<file path="config.mk">
export PLATFORM = sky130hd
export DESIGN_NAME = mips_cpu_bus_bridge
export DESIGN_NICKNAME = d
export VERILOG_FILES = /design/src/rtl/mips_cpu_bus_bridge.sv
export SDC_FILE = /design/constraint.sdc
export NUM_CORES = 1
export LEC_CHECK = 0
export ABC_AREA = 1
export BUFFER_PORTS_ARGS = -buffer_cell sky130_fd_sc_hd__buf_4
export CAP_MARGIN = 10
export CORE_UTILIZATION = 50
export DETAILED_ROUTE_END_ITERATION = 8
export PLACE_DENSITY = 0.81
export REMOVE_ABC_BUFFERS = 1
export SYNTH_ARGS = -nofsm -noshare
export SYNTH_HDL_FRONTEND = slang
export SYNTH_SLANG_ARGS = --single-unit
</file>
<file path="constraint.sdc">
create_clock -name clk -period 4.67 [get_ports clk]
set_input_delay 0 -clock clk [delete_from_list [all_inputs] [get_ports clk]]
set_output_delay 0 -clock clk [all_outputs]
set_load 0.05 [all_outputs]
</file>
<file path="src/rtl/mips_cpu_bus_bridge.sv">
// Sequences one Harvard-core instruction at a time over a single Avalon-style bus:
// fetch, decode, optional load/store, then a one-cycle commit pulse to the core.
module mips_cpu_bus_bridge #(
  parameter int ADDR_WIDTH  = 32,
  parameter int DATA_WIDTH  = 32,
  parameter int TIMEOUT     = 255,
  parameter int COUNT_WIDTH = 32
) (
  input  logic                    clk,
  input  logic                    reset,
  input  logic                    core_active,
  input  logic [ADDR_WIDTH-1:0]   instr_address,
  output logic [DATA_WIDTH-1:0]   instr_readdata,
  input  logic [ADDR_WIDTH-1:0]   data_address,
  input  logic                    data_read,
  input  logic                    data_write,
  input  logic [DATA_WIDTH/8-1:0] data_byteenable,
  input  logic [DATA_WIDTH-1:0]   data_writedata,
  output logic [DATA_WIDTH-1:0]   data_readdata,
  output logic                    clk_enable,
  output logic [ADDR_WIDTH-1:0]   address,
  output logic                    read,
  output logic                    write,
  output logic [DATA_WIDTH/8-1:0] byteenable,
  output logic [DATA_WIDTH-1:0]   writedata,
  input  logic                    waitrequest,
  input  logic [DATA_WIDTH-1:0]   readdata,
  output logic                    bus_error,
  output logic [COUNT_WIDTH-1:0]  instr_count
);

  localparam int BE_WIDTH   = DATA_WIDTH / 8;
  localparam int WAIT_WIDTH = $clog2(TIMEOUT + 1);
  localparam logic [WAIT_WIDTH-1:0] WAIT_LAST = WAIT_WIDTH'(TIMEOUT - 1);
  localparam logic [BE_WIDTH-1:0]   BE_ALL    = {BE_WIDTH{1'b1}};

  typedef enum logic [2:0] {
    ST_FETCH  = 3'd0,
    ST_DECODE = 3'd1,
    ST_DATA   = 3'd2,
    ST_COMMIT = 3'd3,
    ST_HALT   = 3'd4
  } state_t;

  state_t                  state_r, state_s;
  logic                    read_r, read_s, write_r, write_s;
  logic                    clk_enable_r, clk_enable_s, bus_error_r, bus_error_s;
  logic [ADDR_WIDTH-1:0]   address_r, address_s;
  logic [BE_WIDTH-1:0]     byteenable_r, byteenable_s;
  logic [DATA_WIDTH-1:0]   writedata_r, writedata_s;
  logic [DATA_WIDTH-1:0]   instr_readdata_r, instr_readdata_s;
  logic [DATA_WIDTH-1:0]   data_readdata_r, data_readdata_s;
  logic [COUNT_WIDTH-1:0]  instr_count_r, instr_count_s;
  logic [WAIT_WIDTH-1:0]   wait_cnt_r, wait_cnt_s;
  logic                    xfer_active_s, done_s, timeout_s;

  // A transfer completes or times out only while one of our strobes is up.
  assign xfer_active_s = read_r | write_r;
  assign done_s        = xfer_active_s & ~waitrequest;
  assign timeout_s     = xfer_active_s & waitrequest & (wait_cnt_r == WAIT_LAST);

  // Consecutive stalled cycles of the current transfer.
  always_comb begin
    if (xfer_active_s && waitrequest && !timeout_s) begin
      wait_cnt_s = wait_cnt_r + WAIT_WIDTH'(1);
    end else begin
      wait_cnt_s = {WAIT_WIDTH{1'b0}};
    end
  end

  // State register.
  always_ff @(posedge clk or negedge reset) begin
    if (!reset) begin
      state_r <= ST_FETCH;
    end else begin
      state_r <= state_s;
    end
  end

  // Next-state logic.
  always_comb begin
    state_s = state_r;
    case (state_r)
      ST_FETCH: begin
        if (timeout_s) begin
          state_s = ST_COMMIT;
        end else if (done_s) begin
          state_s = ST_DECODE;
        end else begin
          state_s = ST_FETCH;
        end
      end
      ST_DECODE: begin
        if (data_read != data_write) begin
          state_s = ST_DATA;
        end else begin
          state_s = ST_COMMIT;
        end
      end
      ST_DATA: begin
        if (timeout_s || done_s) begin
          state_s = ST_COMMIT;
        end else begin
          state_s = ST_DATA;
        end
      end
      ST_COMMIT: begin
        if (core_active) begin
          state_s = ST_FETCH;
        end else begin
          state_s = ST_HALT;
        end
      end
      ST_HALT: state_s = ST_HALT;
      default: state_s = ST_FETCH;
    endcase
  end

  // Next values of the registered bus, core-facing and status outputs.
  always_comb begin
    read_s           = 1'b0;
    write_s          = 1'b0;
    clk_enable_s     = (state_s == ST_COMMIT);
    bus_error_s      = bus_error_r;
    address_s        = address_r;
    byteenable_s     = byteenable_r;
    writedata_s      = writedata_r;
    instr_readdata_s = instr_readdata_r;
    data_readdata_s  = data_readdata_r;
    instr_count_s    = instr_count_r;
    case (state_r)
      ST_FETCH: begin
        if (timeout_s) begin
          bus_error_s = 1'b1;
        end else if (done_s) begin
          instr_readdata_s = readdata;
        end else begin
          // Out of reset FETCH has no strobe yet; issue it here.
          read_s = 1'b1;
          if (!read_r) begin
            address_s    = instr_address;
            byteenable_s = BE_ALL;
          end else begin
            address_s = address_r;
          end
        end
      end
      ST_DECODE: begin
        if (data_read && data_write) begin
          bus_error_s = 1'b1;
        end else if (data_read) begin
          read_s       = 1'b1;
          address_s    = data_address;
          byteenable_s = data_byteenable;
        end else if (data_write) begin
          write_s      = 1'b1;
          address_s    = data_address;
          byteenable_s = data_byteenable;
          writedata_s  = data_writedata;
        end else begin
          bus_error_s = bus_error_r;
        end
      end
      ST_DATA: begin
        if (timeout_s) begin
          bus_error_s = 1'b1;
        end else if (done_s) begin
          if (read_r) begin
            data_readdata_s = readdata;
          end else begin
            data_readdata_s = data_readdata_r;
          end
        end else begin
          read_s  = read_r;
          write_s = write_r;
        end
      end
      ST_COMMIT: begin
        instr_count_s = instr_count_r + COUNT_WIDTH'(1);
        if (core_active) begin
          read_s       = 1'b1;
          address_s    = instr_address;
          byteenable_s = BE_ALL;
        end else begin
          read_s = 1'b0;
        end
      end
      ST_HALT: begin
        read_s = 1'b0;
      end
      default: begin
        read_s = 1'b0;
      end
    endcase
  end

  // Output and datapath registers; reset clears strobes asynchronously.
  always_ff @(posedge clk or negedge reset) begin
    if (!reset) begin
      read_r           <= 1'b0;
      write_r          <= 1'b0;
      clk_enable_r     <= 1'b0;
      bus_error_r      <= 1'b0;
      address_r        <= {ADDR_WIDTH{1'b0}};
      byteenable_r     <= BE_ALL;
      writedata_r      <= {DATA_WIDTH{1'b0}};
      instr_readdata_r <= {DATA_WIDTH{1'b0}};
      data_readdata_r  <= {DATA_WIDTH{1'b0}};
      instr_count_r    <= {COUNT_WIDTH{1'b0}};
      wait_cnt_r       <= {WAIT_WIDTH{1'b0}};
    end else begin
      read_r           <= read_s;
      write_r          <= write_s;
      clk_enable_r     <= clk_enable_s;
      bus_error_r      <= bus_error_s;
      address_r        <= address_s;
      byteenable_r     <= byteenable_s;
      writedata_r      <= writedata_s;
      instr_readdata_r <= instr_readdata_s;
      data_readdata_r  <= data_readdata_s;
      instr_count_r    <= instr_count_s;
      wait_cnt_r       <= wait_cnt_s;
    end
  end

  assign read           = read_r;
  assign write          = write_r;
  assign clk_enable     = clk_enable_r;
  assign bus_error      = bus_error_r;
  assign address        = address_r;
  assign byteenable     = byteenable_r;
  assign writedata      = writedata_r;
  assign instr_readdata = instr_readdata_r;
  assign data_readdata  = data_readdata_r;
  assign instr_count    = instr_count_r;

endmodule

</file>
After elaboration in Yosys (flattened, before gate mapping)
Index checks and enable logic that the tools add are counted.
{"block": "totals", "inputBits": 138, "wordCells": 90, "ff_bits": 179}
{"block": "classes", "muxes": 38, "eq_ne": 16, "bitwise": 8, "reduce_logical": 14, "n_addsub": 2}
{"op": "two-way mux 32 bit", "count": 7}
{"op": "one-hot mux 32 bit (3 select lines)", "count": 1}
{"op": "adder 32 x 1 -> 32 bit, second input constant", "count": 1}
{"op": "two-way mux 4 bit", "count": 7}
{"op": "two-way mux 1 bit", "count": 15}
{"op": "one-hot mux 3 bit (5 select lines)", "count": 1}
{"op": "!= test 2 bit, second input constant", "count": 6}
{"op": "one-hot mux 4 bit (3 select lines)", "count": 1}
{"op": "equality test 3 x 2 -> 1 bit, second input constant", "count": 3}
{"op": "adder 8 x 1 -> 8 bit, second input constant", "count": 1}
{"op": "equality test 8 bit, second input constant", "count": 1}
{"op": "two-way mux 8 bit", "count": 1}
{"op": "AND reduction 4 bit", "count": 2}
{"op": "AND reduction 7 bit", "count": 1}
{"op": "!= test 3 bit, second input constant", "count": 2}
{"op": "AND reduction 3 bit", "count": 2}
{"op": "NOT 1 bit", "count": 4}
{"op": "one-hot mux 1 bit (2 select lines)", "count": 2}
{"op": "one-hot mux 1 bit (4 select lines)", "count": 1}
{"op": "bitwise AND 1 bit", "count": 3}
{"op": "equality test 3 x 1 -> 1 bit, second input constant", "count": 1}
{"op": "equality test 3 bit, second input constant", "count": 1}
{"op": "logical AND 1 bit", "count": 3}
{"op": "logical NOT 3 bit", "count": 1}
{"op": "other kinds (10)", "count": 10}

Logic depth before layout (Yosys ltp)
{"block": "logic_depth", "ltp_word": 7, "ltp_mapped": 11, "depth_no_buf": 10}

Worst setup path before layout
OpenSTA, ideal clock, no wires.
{"block": "synth_timing", "kind": "flip-flop to flip-flop", "startpoint": "reg instr_count_r[1], in the netlist instr_count[1]", "endpoint": "reg instr_count_r[22], in the netlist instr_count[22]", "slack_ps": 2812, "t_arrival_ps": 1738, "stages_incl_launch_ff": 9, "path_cell_list": "dfrtp_1 > ha_1 > nand3_1 > nor2_2 > nand3_1 > nor2_1 > nand2_1 > nand2_1 > nand2_1"}
{"block": "synth_between", "elab_chain_len": 1}
{"element": "start: declaration", "line_no": "53", "rtl": "logic [COUNT_WIDTH-1:0] instr_count_r, instr_count_s;"}
{"element": "start signal: assignment", "line_no": "209", "rtl": "instr_count_r <= {COUNT_WIDTH{1'b0}};"}
{"element": "start signal: assignment", "line_no": "221", "rtl": "instr_count_r <= instr_count_s;"}
{"element": "adder 32 x 1 -> 32 bit", "line_no": "179", "rtl": "instr_count_s = instr_count_r + COUNT_WIDTH'(1);"}
No other way between the ends.
A chain may end at the register's enable or synchronous reset.

Worst setup path in the final report
{"block": "layout_timing", "startpoint": "reg state_r[2]", "endpoint": "reg address_r[11], in the netlist address[11]"}
{"block": "layout_between", "elab_chain_len": 3}
{"element": "start: declaration", "line_no": "45", "rtl": "state_t state_r, state_s;"}
{"element": "start signal: assignment", "line_no": "76", "rtl": "state_r <= state_s;"}
{"element": "equality test 3 x 1 -> 1 bit, or another cell as far along", "line_no": "131", "rtl": "case (state_r)"}
{"element": "!= test 3 bit (no source line), or another cell as far along"}
{"element": "AND reduction 7 bit (no source line)"}
{"element": "end signal: assignment", "line_no": "204", "rtl": "address_r <= {ADDR_WIDTH{1'b0}};"}
{"element": "end signal: assignment", "line_no": "216", "rtl": "address_r <= address_s;"}
{"element": "end: declaration", "line_no": "48", "rtl": "logic [ADDR_WIDTH-1:0] address_r, address_s;"}
Parallel ways exist; a longest one is shown, timed or not.

==> impl_metrics.toml <==
[worst_hold_path]
min_path_type = "primary input to register"
whs_path_depth = 6

[timing]
hold_viol_final = 0
slew_headroom_pct = 30.0
tns_ns = 0
period_share_pct = 76.7
setup_viol = 0
finClkSkew_ns = 0.00845
finalMaxSlewViolations = 0
grt_setup_unrepaired = "no"
setup_ws_ns = 1.09
tightest_slew_ns = 1.04
fmax_mhz = 279
period_needed_ns = 3.58

[synthesis]
ys_types = 35
ys_warn_count = 0
ys_seq_area_share_pct = 55.6
synthTopCellsByArea = "dfrtp_1, nand2_1, nand3_1, o21ai_0, inv_1"
synthCells = 970
synth_seq_cells = 179
yosys.area.top_type = "dfrtp_1"
syn_area_sq_um = 8070
syn_area_per_cell_sq_um = 8.32
synth_top_area_share_pct = 54.3

[global_routing]
grt_pass1_vias = 8422
grt_max_degree = 84
antenna_found_initial = 2
grt_overflow = 0
grt_use_total_pct = 32.3
grt_pass1_wl_mm = 41.3

[power_and_ir_drop]
power_density_nw_per_um2 = 717
seqPwrFrac_pct = 28.3
p_comb_share_pct = 54.9
intPower_w = 0.00443
p_sw_w = 0.00449
swShare_pct = 50.3
peakVddDrop_v = 0.000421
clkPwrFrac_pct = 16.8
leakage_nw = 6.61

[placed_design]
gp_congestion = 0.917
port_buffers = 305
post-place-cells = 1456
place_hpwl_mm = 15.8
dp_slack_ns = 1.50

[clock_tree]
worstSkewPairLatency_ns = 0.42
max-clock-path-buffers = 2
cts_inserted_buffers = 17
htreeDepth = 4
clock_sinks = 179
postCtsResizedCells = 0
path_clk_slew_ns = 0.07
cts_tree = "built"
post_cts_buffers = 0
root_buffer = "clkbuf_16"

[critical_path]
crit_cells = 8
r2r_cells = 8
path_cells = "inv_2 > nand3_2 > clkinv_1 > nand2_1 > nand2_1 > dlygate4sd3_1 > nand3_1 > nand2_1"
crit_buf_inv = 3
cp-start-kind = "register"
max_stage_delay_ns = 1.07
crit_type = "register to register"
cp_data_required_time_ns = 4.98
crit_path_end_kind = "register"
crit_top_cell = "nand2_1"
critPathArrivalTime_ns = 3.89
cp_max_fo = 41
critPathTopFamily = "buffers and inverters"
slowest_stage = "clkinv_1"

[floorplan]
dieHeight_microns = 129
start_util_pct = 51.0
std_cell_rows = 46
core_sq_um = 15800
fp.dieW_microns = 129
io_pins = 306
dieArea_sq_um = 16700

[layout]
nFillCells = 950
fin_nets = 1540
drive_gt1_share_pct = 26.3
final_cells = 1628
area_growth_pct = 54.2

[detailed_routing]
wirelength_mm = 26.9
via_per_inst = 5.25
ant_nets = 0
avgRoutedWirePerCell_microns = 16.5
via_count = 8541
route.detailed.drc = 0
firstDrtPassIters = 7
initialDrtViolationCount = 555

[outcome]
status = "complete, no violations"

[job]
max_cap_viol_count = 0
-- layout by cell type, fill, tap and decap left out, types with 4 or more instances in the layout --
| cell type | n |
|---|---|
| nand3b_1 | 4 |
| nor3_1 | 5 |
| clkbuf_16 | 17 |
| dlygate4sd3_1 | 135 |
| o21ai_0 | 64 |
| nor2_1 | 45 |
| a21oi_1 | 4 |
| o21ai_1 | 7 |
| xnor2_1 | 9 |
| dfstp_2 | 4 |
| xor2_1 | 11 |
| ha_1 | 7 |
| dfrtp_1 | 175 |
| or2_2 | 5 |
| diode_2 | 4 |
| nor2_2 | 6 |
| inv_6 | 5 |
| nand4_1 | 12 |
| nand3_1 | 86 |
| buf_4 | 306 |
| nand2_2 | 4 |
| inv_1 | 67 |
| nand2_1 | 398 |
-- synthesized netlist by cell type --
cell type  count
o211ai_1       1
dfrtp_1      175
xor2_1        11
or2_4          1
buf_6          6
o21ai_0       64
nor3_1         5
a21oi_1        4
nor3_2         1
buf_4          3
nand2_1      399
inv_2          2
o21ai_1        7
nand3_2        3
nor4_1         1
clkbuf_1      14
inv_1         67
nand2_2        3
nor2_1        45
o21ai_2        1
nand3_1       86
nand4_1       12
xnor2_1        9
and3_1         2
clkinv_1       2
buf_2         14
nor2_4         2
nor2_8         1
dfstp_2        4
ha_1           7
nand2_4        1
or2_2          5
nor3b_1        2
nor2_2         6
nand3b_1       4
-- cell type report --
cell class / count / area, sq um / share of cell area [%]
clock buffers: 18 / 429 / 3.45
multi-input cells: 683 / 3110 / 25.0
repair buffers: 443 / 3690 / 29.6
well taps: 216 / 270 / 2.17
clock inverters: 14 / 189 / 1.52
flip-flops and latches: 179 / 4480 / 36.0
diodes: 4 / 10.0 / 0.0804
inverters: 71 / 267 / 2.14
-- cells by family after synthesis --
family,Yosys count,share of synthesized area [%]
buffers and inverters,108,5.94
flip-flops,179,55.6
AO/OA/AOI/OAI,77,4.85
adder cells (fa/ha/maj),7,1.09
AND/OR/NAND/NOR,579,30.4
XOR/XNOR,20,2.17
-- path summary, 6_finish.rpt --
| check | start | endpoint | slack, ns |
|---|---|---|---|
| max in group asynchronous | reset | writedata[1] | 3.21 |
| worst min-delay path | data_read | read | 0.1 |
| worst max-delay path | state_r[2] | address[11] | 1.09 |
| worst min register to register | bus_error | bus_error | 0.47 |
| min in group asynchronous | reset | instr_count[16] | 0.19 |
| worst max register to register | state_r[2] | address[11] | 1.09 |
-- power by group through the flow --
| stage | clock network [W] | registers (W) | logic (W) |
|---|---|---|---|
| floorplan | 0 | 0.00434 | 0.00119 |
| CTS | 0.00152 | 0.00248 | 0.00474 |
| detailed placement | 0 | 0.00250 | 0.00452 |
| finish | 0.00150 | 0.00252 | 0.00490 |
| global route | 0.00158 | 0.00257 | 0.00517 |
| global placement | 0 | 0.00249 | 0.00443 |
-- registers in the layout (all words and copies together), names as in the netlist --
signal,flops
bus_error,1
address,32
state_r,3
instr_readdata,32
clk_enable,1
byteenable,4
data_readdata,32
read,1
write,1
wait_cnt_r,8
instr_count,32
writedata,32
-- worst register-to-register path, stage by stage, from the launching register on --
cell and delay, ns:
dfrtp_1 0.47, inv_2 0.09, nand3_2 0.59, clkinv_1 1.09, nand2_1 0.38, nand2_1 0.11
dlygate4sd3_1 0.57, nand3_1 0.10, nand2_1 0.08
-- stage by stage --
step | hold WS, ns | utilization (%) | cell area, sq um | power, W
after CTS | 0.0802 | 78.4 | 12400 | 0.00874
after global routing | 0.112 | 78.6 | 12400 | 0.00932
after global placement | 0.0983 | 65.9 | 10400 | 0.00691
after detailed placement | 0.0932 | 65.9 | 10400 | 0.00702
final | 0.0982 | 78.6 | 12400 | 0.00892
after floorplan | -0.296 | - | 7860 | 0.00553
-- per-layer routing --
metal	wire, microns	track usage, %
met1	9800	35.8
met2	13200	54.4
met3	2090	8.75
met4	1820	22.8
met5	0	0
-- timing repair --
| item | CTS | global route |
|---|---|---|
| hold buffers | 135 | 0 |
| hold endpoints to repair | 216 | 0 |
| endpoints found under the setup margin | 0 | 0 |
No activity file was read; power rests on OpenSTA's default activity.
